==> src/rtl/alu_exec.sv <==
// rtl/alu_exec.sv - MIPS-style execute ALU with iterative mult/div and HI/LO registers
// Single-cycle ops resolve at acceptance; mult/div iterate WIDTH cycles in MUL/DIV.
module alu_exec #(
    parameter int WIDTH = 32,
    parameter bit MD_EN = 1'b1
) (
    input  logic             clk,
    input  logic             reset,
    input  logic             in_valid,
    output logic             in_ready,
    input  logic [1:0]       aluop,
    input  logic [5:0]       funct,
    input  logic             islog,
    input  logic [WIDTH-1:0] a,
    input  logic [WIDTH-1:0] b,
    output logic             out_valid,
    input  logic             out_ready,
    output logic [WIDTH-1:0] result,
    output logic             cond,
    output logic             illegal,
    output logic [WIDTH-1:0] hi,
    output logic [WIDTH-1:0] lo
);

    localparam int CW = $clog2(WIDTH);

    typedef enum logic [1:0] {IDLE, MUL, DIV, DONE} state_t;
    typedef enum logic [1:0] {K_ONE, K_MUL, K_DIV, K_DIVZ} kind_t;

    state_t           state;
    logic [CW-1:0]    cnt;
    logic [WIDTH-1:0] acc;
    logic [WIDTH-1:0] ml;
    logic [WIDTH-1:0] opnd;
    logic [WIDTH-1:0] hi_r;
    logic [WIDTH-1:0] lo_r;
    logic [WIDTH-1:0] result_r;
    logic             cond_r;
    logic             ill_r;
    logic             out_valid_r;

    kind_t            d_kind;
    logic [WIDTH-1:0] d_res;
    logic             d_cond;
    logic             d_ill;
    logic [WIDTH-1:0] sum;
    logic [WIDTH-1:0] diff;
    logic             a_neg;
    logic             a_zero;

    always_comb begin
        d_kind = K_ONE;
        d_res  = '0;
        d_cond = 1'b0;
        d_ill  = 1'b0;
        sum    = a + b;
        diff   = a - b;
        a_neg  = a[WIDTH-1];
        a_zero = (a == '0);
        case (aluop)
            2'b10: begin
                case (funct)
                    6'b100000: d_res = sum;
                    6'b100010: d_res = diff;
                    6'b100100: d_res = a & b;
                    6'b100101: d_res = a | b;
                    6'b100111: d_res = ~(a | b);
                    6'b101010: d_res = {{(WIDTH-1){1'b0}}, ($signed(a) < $signed(b))};
                    6'b011000: begin
                        if (MD_EN) d_kind = K_MUL;
                        else       d_ill  = 1'b1;
                    end
                    6'b011010: begin
                        if (MD_EN) d_kind = (b == '0) ? K_DIVZ : K_DIV;
                        else       d_ill  = 1'b1;
                    end
                    6'b010000: begin
                        if (MD_EN) d_res = hi_r;
                        else       d_ill = 1'b1;
                    end
                    6'b010010: begin
                        if (MD_EN) d_res = lo_r;
                        else       d_ill = 1'b1;
                    end
                    default: d_ill = 1'b1;
                endcase
            end
            2'b01: begin
                d_res  = diff;
                d_cond = (a == b);
            end
            2'b00: begin
                // Branch compares are signed against zero; only bne returns a value.
                case (funct[3:0])
                    4'b1000: d_res = sum;
                    4'b1100: d_res = a & b;
                    4'b1101: d_res = a | b;
                    4'b0101: begin
                        d_res  = diff;
                        d_cond = (a != b);
                    end
                    4'b0001: d_cond = islog ? ~a_neg : a_neg;
                    4'b0111: d_cond = ~a_neg & ~a_zero;
                    4'b0110: d_cond = a_neg | a_zero;
                    default: d_ill = 1'b1;
                endcase
            end
            default: d_ill = 1'b1;
        endcase
    end

    // One shift-add or restoring-subtract step per cycle on {acc, ml}.
    logic [WIDTH:0]   mul_sum;
    logic [WIDTH-1:0] mul_acc_n;
    logic [WIDTH-1:0] mul_ml_n;
    logic [WIDTH:0]   div_sh;
    logic [WIDTH:0]   div_sub;
    logic             div_ge;
    logic [WIDTH-1:0] div_acc_n;
    logic [WIDTH-1:0] div_ml_n;

    always_comb begin
        mul_sum   = {1'b0, acc} + (ml[0] ? {1'b0, opnd} : {(WIDTH+1){1'b0}});
        mul_acc_n = mul_sum[WIDTH:1];
        mul_ml_n  = {mul_sum[0], ml[WIDTH-1:1]};
        div_sh    = {acc, ml[WIDTH-1]};
        div_sub   = div_sh - {1'b0, opnd};
        div_ge    = (div_sh >= {1'b0, opnd});
        div_acc_n = div_ge ? div_sub[WIDTH-1:0] : div_sh[WIDTH-1:0];
        div_ml_n  = {ml[WIDTH-2:0], div_ge};
    end

    always_ff @(posedge clk or posedge reset) begin
        if (reset) begin
            state       <= IDLE;
            cnt         <= '0;
            acc         <= '0;
            ml          <= '0;
            opnd        <= '0;
            hi_r        <= '0;
            lo_r        <= '0;
            result_r    <= '0;
            cond_r      <= 1'b0;
            ill_r       <= 1'b0;
            out_valid_r <= 1'b0;
        end else begin
            case (state)
                IDLE: begin
                    if (in_valid) begin
                        cnt <= '0;
                        case (d_kind)
                            K_MUL: begin
                                acc   <= '0;
                                ml    <= b;
                                opnd  <= a;
                                state <= MUL;
                            end
                            K_DIV: begin
                                acc   <= '0;
                                ml    <= a;
                                opnd  <= b;
                                state <= DIV;
                            end
                            K_DIVZ: begin
                                hi_r        <= a;
                                lo_r        <= '1;
                                result_r    <= '1;
                                cond_r      <= 1'b0;
                                ill_r       <= 1'b0;
                                out_valid_r <= 1'b1;
                                state       <= DONE;
                            end
                            default: begin
                                result_r    <= d_res;
                                cond_r      <= d_cond;
                                ill_r       <= d_ill;
                                out_valid_r <= 1'b1;
                                state       <= DONE;
                            end
                        endcase
                    end
                end
                MUL: begin
                    acc <= mul_acc_n;
                    ml  <= mul_ml_n;
                    cnt <= cnt + 1'b1;
                    if (cnt == CW'(WIDTH-1)) begin
                        hi_r        <= mul_acc_n;
                        lo_r        <= mul_ml_n;
                        result_r    <= mul_ml_n;
                        cond_r      <= 1'b0;
                        ill_r       <= 1'b0;
                        out_valid_r <= 1'b1;
                        state       <= DONE;
                    end
                end
                DIV: begin
                    acc <= div_acc_n;
                    ml  <= div_ml_n;
                    cnt <= cnt + 1'b1;
                    if (cnt == CW'(WIDTH-1)) begin
                        hi_r        <= div_acc_n;
                        lo_r        <= div_ml_n;
                        result_r    <= div_ml_n;
                        cond_r      <= 1'b0;
                        ill_r       <= 1'b0;
                        out_valid_r <= 1'b1;
                        state       <= DONE;
                    end
                end
                default: begin
                    if (out_ready) begin
                        out_valid_r <= 1'b0;
                        state       <= IDLE;
                    end
                end
            endcase
        end
    end

    assign in_ready  = (state == IDLE);
    assign out_valid = out_valid_r;
    assign result    = result_r;
    assign cond      = cond_r;
    assign illegal   = ill_r;
    assign hi        = MD_EN ? hi_r : '0;
    assign lo        = MD_EN ? lo_r : '0;

endmodule

==> config.mk <==
export PLATFORM = sky130hd
export DESIGN_NAME = alu_exec
export DESIGN_NICKNAME = d
export VERILOG_FILES = /design/src/rtl/alu_exec.sv
export SDC_FILE = /design/constraint.sdc
export NUM_CORES = 1
export LEC_CHECK = 0
export BUFFER_PORTS_ARGS = -buffer_cell sky130_fd_sc_hd__buf_4
export CORE_UTILIZATION = 30
export DETAILED_ROUTE_END_ITERATION = 7
export PLACE_DENSITY = 0.44
export SLEW_MARGIN = 20
export SYNTH_ARGS = -nofsm -noshare
export SYNTH_HDL_FRONTEND = slang
export SYNTH_SLANG_ARGS = --single-unit
==> constraint.sdc <==
create_clock -name clk -period 8.15 [get_ports clk]
set_input_delay 0.815 -clock clk [delete_from_list [all_inputs] [get_ports clk]]
set_output_delay 0.815 -clock clk [all_outputs]
set_load 0.005 [all_outputs]
==> impl_metrics.env, run 1 <==
export IMPL_rsz0062_at_grt="false"
export IMPL_clock_latency_ns=0.58
export IMPL_path_class="in2reg"
export IMPL_synth_warnings=0
export IMPL_ioPinCount=177
export IMPL_yosysMostFrequentCell="nand2_1"
export IMPL_clkTransAtPathRegs_ns=0.07
export IMPL_synth_largest_area_cell="dfrtp_1"
export IMPL_root_buffer="clkbuf_16"
export IMPL_skew_ns=0.0222
export IMPL_floorplan_initialDensity_pct=30.6
export IMPL_seq_area_frac_synth_pct=24.9
export IMPL_post_route_min_period_ns=4.59
export IMPL_cts_sinks=202
export IMPL_wl_per_cell_um=29.1
export IMPL_grt_ovfl_total=0
export IMPL_status="complete, no violations"
export IMPL_arrival_ns=4.99
export IMPL_place_gp_congestion=0.984
export IMPL_synth_edff_count=0
export IMPL_grt_pass1_vias=21000
export IMPL_grtUsageTotal_pct=29.5
export IMPL_synth_cell_type_count=90
export IMPL_cts_tree="done"
export IMPL_clock_path_buffers=3
export IMPL_post_cts_resized=0
export IMPL_drv_cap=0
export IMPL_slew_violations=0
export IMPL_final_core_util_pct=35.0
export IMPL_fmax_mhz=218
export IMPL_grt_max_degree=82
export IMPL_dieArea_mm2=0.0686
export IMPL_core_area_mm2=0.0663
export IMPL_nNetsFinal=2941
export IMPL_setup_viol=0
export IMPL_syn_inst=2613
export IMPL_port_buffers=176
export IMPL_slew_headroom_pct=15.4
export IMPL_cts_setup_buffers=0
export IMPL_critPathRequiredTime_ns=8.55
export IMPL_numCtsBuffers=27
export IMPL_async_flop_share_pct=100
export IMPL_htreeDepth=1
export IMPL_vias=21800
export IMPL_viasPerCell=6.14
export IMPL_ys_flop_type="dfrtp_1"
export IMPL_hold_violations=0
export IMPL_synth_top_area_share_pct=24.9
export IMPL_die_w_um=262
export IMPL_area_growth_syn_to_layout_pct=14.7
export IMPL_startpoint_type="primary input"
export IMPL_irDropWorstVdd_v=0.000443
export IMPL_grt_pass1_wl_mm=149
export IMPL_nFillCells=7127
export IMPL_drt_iter0_markers=2549
export IMPL_antenna_found_initial=1
export IMPL_ctsHoldBuffers=0
export IMPL_layout_setup_ws_ns=3.56
export IMPL_drt_pass1_iter_count=6
export IMPL_netlist_top_cells_count="nand2_1, o21ai_0, a21oi_1"
export IMPL_synth_avg_cell_area_um2=7.76
export IMPL_floorplan_rows=94
export IMPL_hold_class="in2async"
export IMPL_crit_reg2reg_capture="result[30]$_DFFE_PP0P_"
export IMPL_power_leakage_uw=0.0103
export IMPL_worstReg2RegStart="state[0]$_DFFE_PP0P_"
export IMPL_critPathMaxFanout=12
export IMPL_final_setup_tns_ns=0
export IMPL_drive_above_1_share_pct=11.8
export IMPL_finalCritPeriodShare_pct=56.3
export IMPL_cp_end_kind="flop"
export IMPL_p_per_area_mw_per_mm2=435
export IMPL_wl_mm=104
export IMPL_synth_cell_area_mm2=0.0203
export IMPL_synth_nets=2877
export IMPL_r2r_slack_ns=3.68
export IMPL_worst_pin_slew_ns=1.26
export IMPL_place_detailed_hpwl_mm=77.8
export IMPL_ys_top_cells_by_area="dfrtp_1, ha_1, o21ai_0"
export IMPL_reg2regPathDepth=11
export IMPL_ant_nets=0
export IMPL_dp_slack_ns=3.18
export IMPL_yosys_register_bits=202
export IMPL_drcViolationCount=0
export IMPL_total_power_uw=10100
export IMPL_die_y_um=262
-- power by group --
group          leakage (uW)  internal [uW]  switching [uW]
clock network      0.000441            766             514
registers           0.00261           1420             576
logic               0.00727           2490            4350
-- per-layer routing --
layer	up-vias	part of all wire, %	GRT usage [%]	routed length, um
li1	9870	-	-	-
met5	-	0	0	0
met4	0	3.8	10.2	3950
met2	983	44	45.9	45100
met3	176	7.1	3.81	7310
met1	10800	46	41.8	47100
-- how the worst max path moves through the flow --
stage                              to  slack [ns]  depth (start not counted)                  from
3_5_place_dp   result[28]$_DFFE_PP0P_        3.18                         11                 b[25]
6_report       result[28]$_DFFE_PP0P_        3.56                         11                 b[25]
3_3_place_gp   result[28]$_DFFE_PP0P_        3.11                         11                 b[25]
2_1_floorplan      acc[0]$_DFFE_PP0P_        1.82                          1                 reset
5_1_grt        result[30]$_DFFE_PP0P_        3.43                         13                 b[25]
4_1_cts        result[30]$_DFFE_PP0P_        3.76                         11  state[0]$_DFFE_PP0P_
-- metrics by stage --
| stage | hold WS (ns) | instance area, um2 | std cells |
|---|---|---|---|
| after global routing | 0.364 | 23200 | 3559 |
| after detailed placement | 0.474 | 22300 | 3512 |
| after global placement | 0.468 | 22300 | 3512 |
| after floorplan | 0.444 | 20300 | 2613 |
| after CTS | 0.320 | 23200 | 3558 |
| final | 0.297 | 23200 | 3559 |
-- state kept, by name (all words and copies together) (netlist names) --
name	flops
cnt	5
cond	1
out_valid	1
acc	32
state	2
hi	32
result	32
opnd	32
illegal	1
ml	32
lo	32
-- final cells by class --
class / count / area, um2 / area share (%)
clock buffer: 37 / 753 / 3.24
timing repair buffer: 207 / 1550 / 6.68
tap: 864 / 1080 / 4.65
multi-input combinational: 2084 / 14100 / 60.5
inverter: 155 / 589 / 2.53
antenna: 1 / 2.50 / 0.0108
clock inverter: 9 / 151 / 0.651
sequential: 202 / 5050 / 21.7
-- critical path: stages --
cell	delay (ns)
buf_4	0.16
nor4_1	0.78
nand4_1	0.41
nor3_1	0.27
o21a_1	0.25
ha_1	0.34
nand2_1	0.13
nand3_1	0.60
a211o_1	0.52
a2111oi_0	0.56
a211oi_1	0.13
-- kinds of logic (layout without fill, tap and decap cells) --
kind of cell    after synthesis  after routing  synth area share (%)
compound gates              982            982                  32.7
simple gates                790            790                  18.6
buf+inv                     327            408                  6.15
flops                       202            202                  24.9
fa+ha+maj                   187            187                  11.7
mux                          69             69                  3.52
xor+xnor                     56             56                  2.42
other cells                   0              1                     0
-- layout by cell type, fill, tap and decap left out, drive strengths merged, types with 14 or more instances in the layout --
cell type / instances
a2111oi: 15
a211oi: 35
a21o: 54
a21oi: 209
a221o: 19
a221oi: 48
a222oi: 31
a22oi: 14
a31oi: 26
and2: 45
and3: 15
buf: 207
clkbuf: 37
dfrtp: 202
ha: 183
inv: 153
mux2: 19
mux2i: 50
nand2: 330
nand2b: 24
nand3: 42
nand4: 23
nor2: 120
nor2b: 21
nor3: 76
nor4: 34
o211a: 34
o211ai: 14
o21a: 19
o21ai: 274
o221ai: 18
o31ai: 50
or3: 15
xnor2: 37
xor2: 19
Note: power is estimated with default switching activity, not from simulation.
==> run 2: changes to the inputs <==
Settings changed: PLACE_DENSITY 0.44 to 0.45.
Clock period 8.15 ns to 4.1 ns, I/O delays scaled along.
==> impl_metrics.env, run 2 (synthesis gave the netlist of run 1 again) <==
export IMPL_register_area_mm2=0.00505
export IMPL_skew_ns=0.0299
export IMPL_worst_pin_slew_ns=1.08
export IMPL_place_detailed_hpwl_mm=79.4
export IMPL_hold_violations=0
export IMPL_grt_ovfl_total=0
export IMPL_fmax_mhz=260
export IMPL_grt_max_degree=123
export IMPL_floorplan_initialDensity_pct=30.6
export IMPL_setup_viol=0
export IMPL_clock_path_buffers=3
export IMPL_wl_per_cell_um=28.1
export IMPL_critPathSlowestCell="dfrtp_1"
export IMPL_gr_usage_met1_pct=41.7
export IMPL_gr_usage_met3_pct=4.24
export IMPL_startpoint_type="flop"
export IMPL_slew_headroom_pct=27.1
export IMPL_antenna_found_initial=0
export IMPL_die_y_um=262
export IMPL_vias=22200
export IMPL_grtUsageMet2_pct=45.8
export IMPL_layout_commonest_cell="nand2_1"
export IMPL_grt_pass1_wl_mm=149
export IMPL_root_buffer="clkbuf_16"
export IMPL_cp_end_kind="flop"
export IMPL_drive_above_1_share_pct=14.5
export IMPL_die_w_um=262
export IMPL_drt_pass1_iter_count=8
export IMPL_final_cell_mix="nand2_1, buf_4, o21ai_0"
export IMPL_nNetsFinal=3027
export IMPL_dieArea_mm2=0.0686
export IMPL_cp_num_buf_inv=0
export IMPL_drv_cap=0
export IMPL_htreeDepth=1
export IMPL_slew_violations=0
export IMPL_clock_latency_ns=0.57
export IMPL_ioPinCount=177
export IMPL_floorplan_rows=94
export IMPL_wl_mm=102
export IMPL_grtUsageTotal_pct=29.2
export IMPL_numCtsBuffers=27
export IMPL_multi_input_area_mm2=0.0140
export IMPL_nFillCells=7073
export IMPL_cts_tree="done"
export IMPL_grt_pass1_vias=21300
export IMPL_crit_family="compound AO/OA/AOI/OAI gates"
export IMPL_drcViolationCount=4
export IMPL_final_setup_tns_ns=0
export IMPL_viasPerCell=6.10
export IMPL_design_area_mm2=0.0240
export IMPL_power_leakage_uw=0.0108
export IMPL_total_power_uw=20900
export IMPL_arrival_ns=4.24
export IMPL_path_class="reg2reg"
export IMPL_hold_class="in2reg"
export IMPL_violations="design-rule violations"
export IMPL_post_route_min_period_ns=3.84
export IMPL_hold_worst_slack_ns=0.214
export IMPL_worstPathCellList="and2_1 > ha_1 > fa_1 > a211oi_1 > o21ai_0 > o2111ai_1 > a31oi_1 > a211o_1 > a31o_2 > a31o_2 > a32oi_1 > o21ai_0"
export IMPL_p_per_area_mw_per_mm2=872
export IMPL_max_stage_delay_ns=0.50
export IMPL_clkTransAtPathRegs_ns=0.06
export IMPL_status="finished, violations left"
export IMPL_place_gp_congestion=0.983
export IMPL_rsz0062_at_grt="false"
export IMPL_drt_iter0_markers=2324
export IMPL_area_growth_syn_to_layout_pct=18.3
export IMPL_dpl_cell_area_mm2=0.0231
export IMPL_port_buffers=176
export IMPL_irDropWorstVdd_v=0.000458
export IMPL_critPathMaxFanout=10
export IMPL_critPathRequiredTime_ns=4.50
export IMPL_cts_sinks=202
export IMPL_core_area_mm2=0.0663
export IMPL_grt_busiest_layer="met2"
export IMPL_finalCritPeriodShare_pct=93.8
export IMPL_ant_nets=0
==> run 2: final cells by class <==
cell class | count | share of cell area (%)
antenna | 1 | 0.0104
tap | 864 | 4.51
timing repair buffer | 293 | 9.75
clock buffer | 37 | 3.22
clock inverter | 9 | 0.422
inverter | 155 | 2.44
multi-input combinational | 2084 | 58.6
sequential | 202 | 21.1
==> run 2: metal layers <==
metal | wire length, um | part of all wire [%]
met4 | 2650 | 2.6
met5 | 0 | 0
met1 | 46200 | 45
met3 | 7940 | 7.7
met2 | 45700 | 45
==> run 2: worst paths after layout <==
| path | slack (ns) | endpoint | cells past startpoint | from |
|---|---|---|---|---|
| min reg2reg | 0.49 | result[6]$_DFFE_PP0P_ | 2 | result[6]$_DFFE_PP0P_ |
| max reg2reg | 0.26 | hi[29]$_DFFE_PP0P_ | 12 | ml[0]$_DFFE_PP0P_ |
| max | 0.26 | hi[29]$_DFFE_PP0P_ | 12 | ml[0]$_DFFE_PP0P_ |
| min in group asynchronous | 0.43 | result[9]$_DFFE_PP0P_ | 3 | reset |
| min | 0.21 | opnd[2]$_DFFE_PP0P_ | 3 | b[2] |
| max in group asynchronous | 2.51 | acc[29]$_DFFE_PP0P_ | 4 | reset |
==> run 2: stage by stage <==
step / utilization (%) / worst slack (ns) / instances
after global placement: 34.8 / 0.156 / 3596
after CTS: 36.1 / 0.174 / 3644
final: 36.2 / 0.256 / 3645
after detailed placement: 34.8 / 0.185 / 3597
after global routing: 36.2 / 0.00558 / 3644
after floorplan: - / 0.735 / 2613
==> run 2: repair_timing <==
item                                    in CTS  in global routing
endpoints found under the setup margin       0                  3
resized for setup                            0                  2
hold buffers                                 1                  0
endpoints found under the hold margin       17                  0
setup buffers                                0                  0
==> run 2: power breakdown <==
group          switching, uW  total, uW  internal [uW]
Combinational           8960      14500           5570
Clock                   1010       2440           1430
Sequential              1110       3940           2830
Total                  11100      20900           9830
==> run 2: worst min-delay path, delay by kind of cell <==
family	cells	cell delay [ns]
AO/OA/AOI/OAI	1	0.13
multiplexers	1	0.08
buffers and inverters	1	0.12
==> run 3: changes to the inputs <==
Settings changed: BUFFER_PORTS_ARGS -buffer_cell sky130_fd_sc_hd__buf_4 to unset, DONT_BUFFER_PORTS set to 1, PLACE_DENSITY 0.45 to 0.43.
==> impl_metrics.env, run 3 (synthesis gave the netlist of run 1 again) <==
export IMPL_swShare_pct=53.7
export IMPL_skew_ns=0.0112
export IMPL_drv_cap=0
export IMPL_total_power_uw=20400
export IMPL_hold_violations=0
export IMPL_grt_pass1_vias=20700
export IMPL_grt_pass1_wl_mm=149
export IMPL_dieArea_mm2=0.0686
export IMPL_vias=21400
export IMPL_crit_start="ml[31]$_DFFE_PP0P_"
export IMPL_critPathMaxFanout=6
export IMPL_die_w_um=262
export IMPL_floorplan_initialDensity_pct=30.6
export IMPL_cts_tree="done"
export IMPL_worst_pin_slew_ns=1.09
export IMPL_numCtsBuffers=28
export IMPL_antenna_found_initial=2
export IMPL_power_leakage_uw=0.00993
export IMPL_drcViolationCount=0
export IMPL_n_antenna_cell=0
export IMPL_place_gp_congestion=0.996
export IMPL_grt_max_degree=88
export IMPL_wl_per_cell_um=29.8
export IMPL_floorplan_rows=94
export IMPL_startpoint_type="flop"
export IMPL_ioPinCount=177
export IMPL_finalCritPeriodShare_pct=93.9
export IMPL_final_cell_mix="nand2_1, o21ai_0, a21oi_1"
export IMPL_post_cts_resized=0
export IMPL_grt_ovfl_total=0
export IMPL_p_int_uw=9460
export IMPL_ant_nets=0
export IMPL_cts_setup_buffers=0
export IMPL_irDropWorstVdd_v=0.000683
export IMPL_hold_class="in2reg"
export IMPL_viasPerCell=6.16
export IMPL_die_y_um=262
export IMPL_post_route_min_period_ns=3.85
export IMPL_holdCritStartpoint="a[29]"
export IMPL_status="complete, no violations"
export IMPL_hold_worst_slack_ns=0.0445
export IMPL_clock_latency_ns=0.59
export IMPL_path_class="reg2reg"
export IMPL_slew_headroom_pct=27.2
export IMPL_grtUsageTotal_pct=29.7
export IMPL_fmax_mhz=260
export IMPL_dpl_cell_area_mm2=0.0217
export IMPL_clock_path_buffers=3
export IMPL_rsz0062_at_grt="false"
export IMPL_slew_violations=0
export IMPL_p_per_area_mw_per_mm2=898
export IMPL_drt_pass1_iter_count=8
export IMPL_setup_viol=0
export IMPL_wl_mm=103
export IMPL_worstReg2RegStart="ml[31]$_DFFE_PP0P_"
export IMPL_core_area_mm2=0.0663
export IMPL_power_switching_uw=11000
export IMPL_finalNonFillerCells=3471
export IMPL_layout_commonest_cell="nand2_1"
export IMPL_design_area_mm2=0.0227
export IMPL_arrival_ns=4.37
export IMPL_nNetsFinal=2849
export IMPL_root_buffer="clkbuf_16"
export IMPL_port_buffers=0
export IMPL_cts_sinks=202
export IMPL_critPathRequiredTime_ns=4.62
export IMPL_clkPwrFrac_pct=13.3
export IMPL_p_seq_share_pct=19.7
export IMPL_dp_cells=3417
export IMPL_area_growth_syn_to_layout_pct=12.2
export IMPL_clkTransAtPathRegs_ns=0.07
export IMPL_drive_above_1_share_pct=8.90
export IMPL_power_frac_comb_pct=67.0
export IMPL_drt_iter0_markers=2459
export IMPL_place_detailed_hpwl_mm=79.9
export IMPL_htreeDepth=1
export IMPL_cp_end_kind="flop"
==> run 3: metrics by stage <==
step / util, % / setup WS, ns / TNS [ns]
final: 34.3 / 0.249 / 0
after global placement: 32.7 / -0.0315 / -0.0315
after global routing: 34.3 / 0.0721 / 0
after floorplan: - / 0.735 / 0
after CTS: 34.3 / 0.262 / 0
after detailed placement: 32.7 / -0.0423 / -0.0423
==> run 3: what timing repair did <==
item | in CTS | in global routing
setup endpoints to repair | 0 | 0
hold buffers | 2 | 0
hold endpoints to repair | 30 | 0
==> run 3: power groups by stage <==
stage	Combinational [uW]	Clock (uW)	Sequential, uW
floorplan	8680	0	3380
global placement	13500	0	4030
detailed placement	13400	0	4030
CTS	13500	2790	4010
global route	14700	2870	4080
finish	13700	2720	4020
==> run 3: layout make-up <==
type | count | area (um2)
timing repair buffer | 114 | 973
tap | 864 | 1080
multi-input combinational | 2084 | 14000
clock buffer | 34 | 774
inverter | 155 | 586
sequential | 202 | 5050
clock inverter | 18 | 234
fill | 7060 | 43600
==> run 3: worst paths after layout <==
path,slack [ns],endpoint,cells after the start
max,0.25,hi[28]$_DFFE_PP0P_,13
min,0.04,opnd[29]$_DFFE_PP0P_,2
max reg2reg,0.25,hi[28]$_DFFE_PP0P_,13
min reg2reg,0.50,opnd[2]$_DFFE_PP0P_,2
max in group asynchronous,2.65,acc[26]$_DFFE_PP0P_,3
min in group asynchronous,0.44,lo[12]$_DFFE_PP0P_,2
==> run 3: per-layer routing <==
layer	track usage, %	wire length [um]
met1	40.4	45600
met2	46.5	45700
met3	5.69	7990
met5	0	28
met4	10.4	4000
==> run 3: worst max-delay path: stages (launching register included) <==
cell	delay [ns]
dfrtp_1	0.41
inv_1	0.14
ha_1	0.20
inv_1	0.05
fa_1	0.41
a21o_1	0.22
a221oi_2	0.34
o22ai_1	0.18
a21o_1	0.30
or2_1	0.26
a221oi_1	0.36
xor2_1	0.14
o311ai_1	0.53
a221o_1	0.23
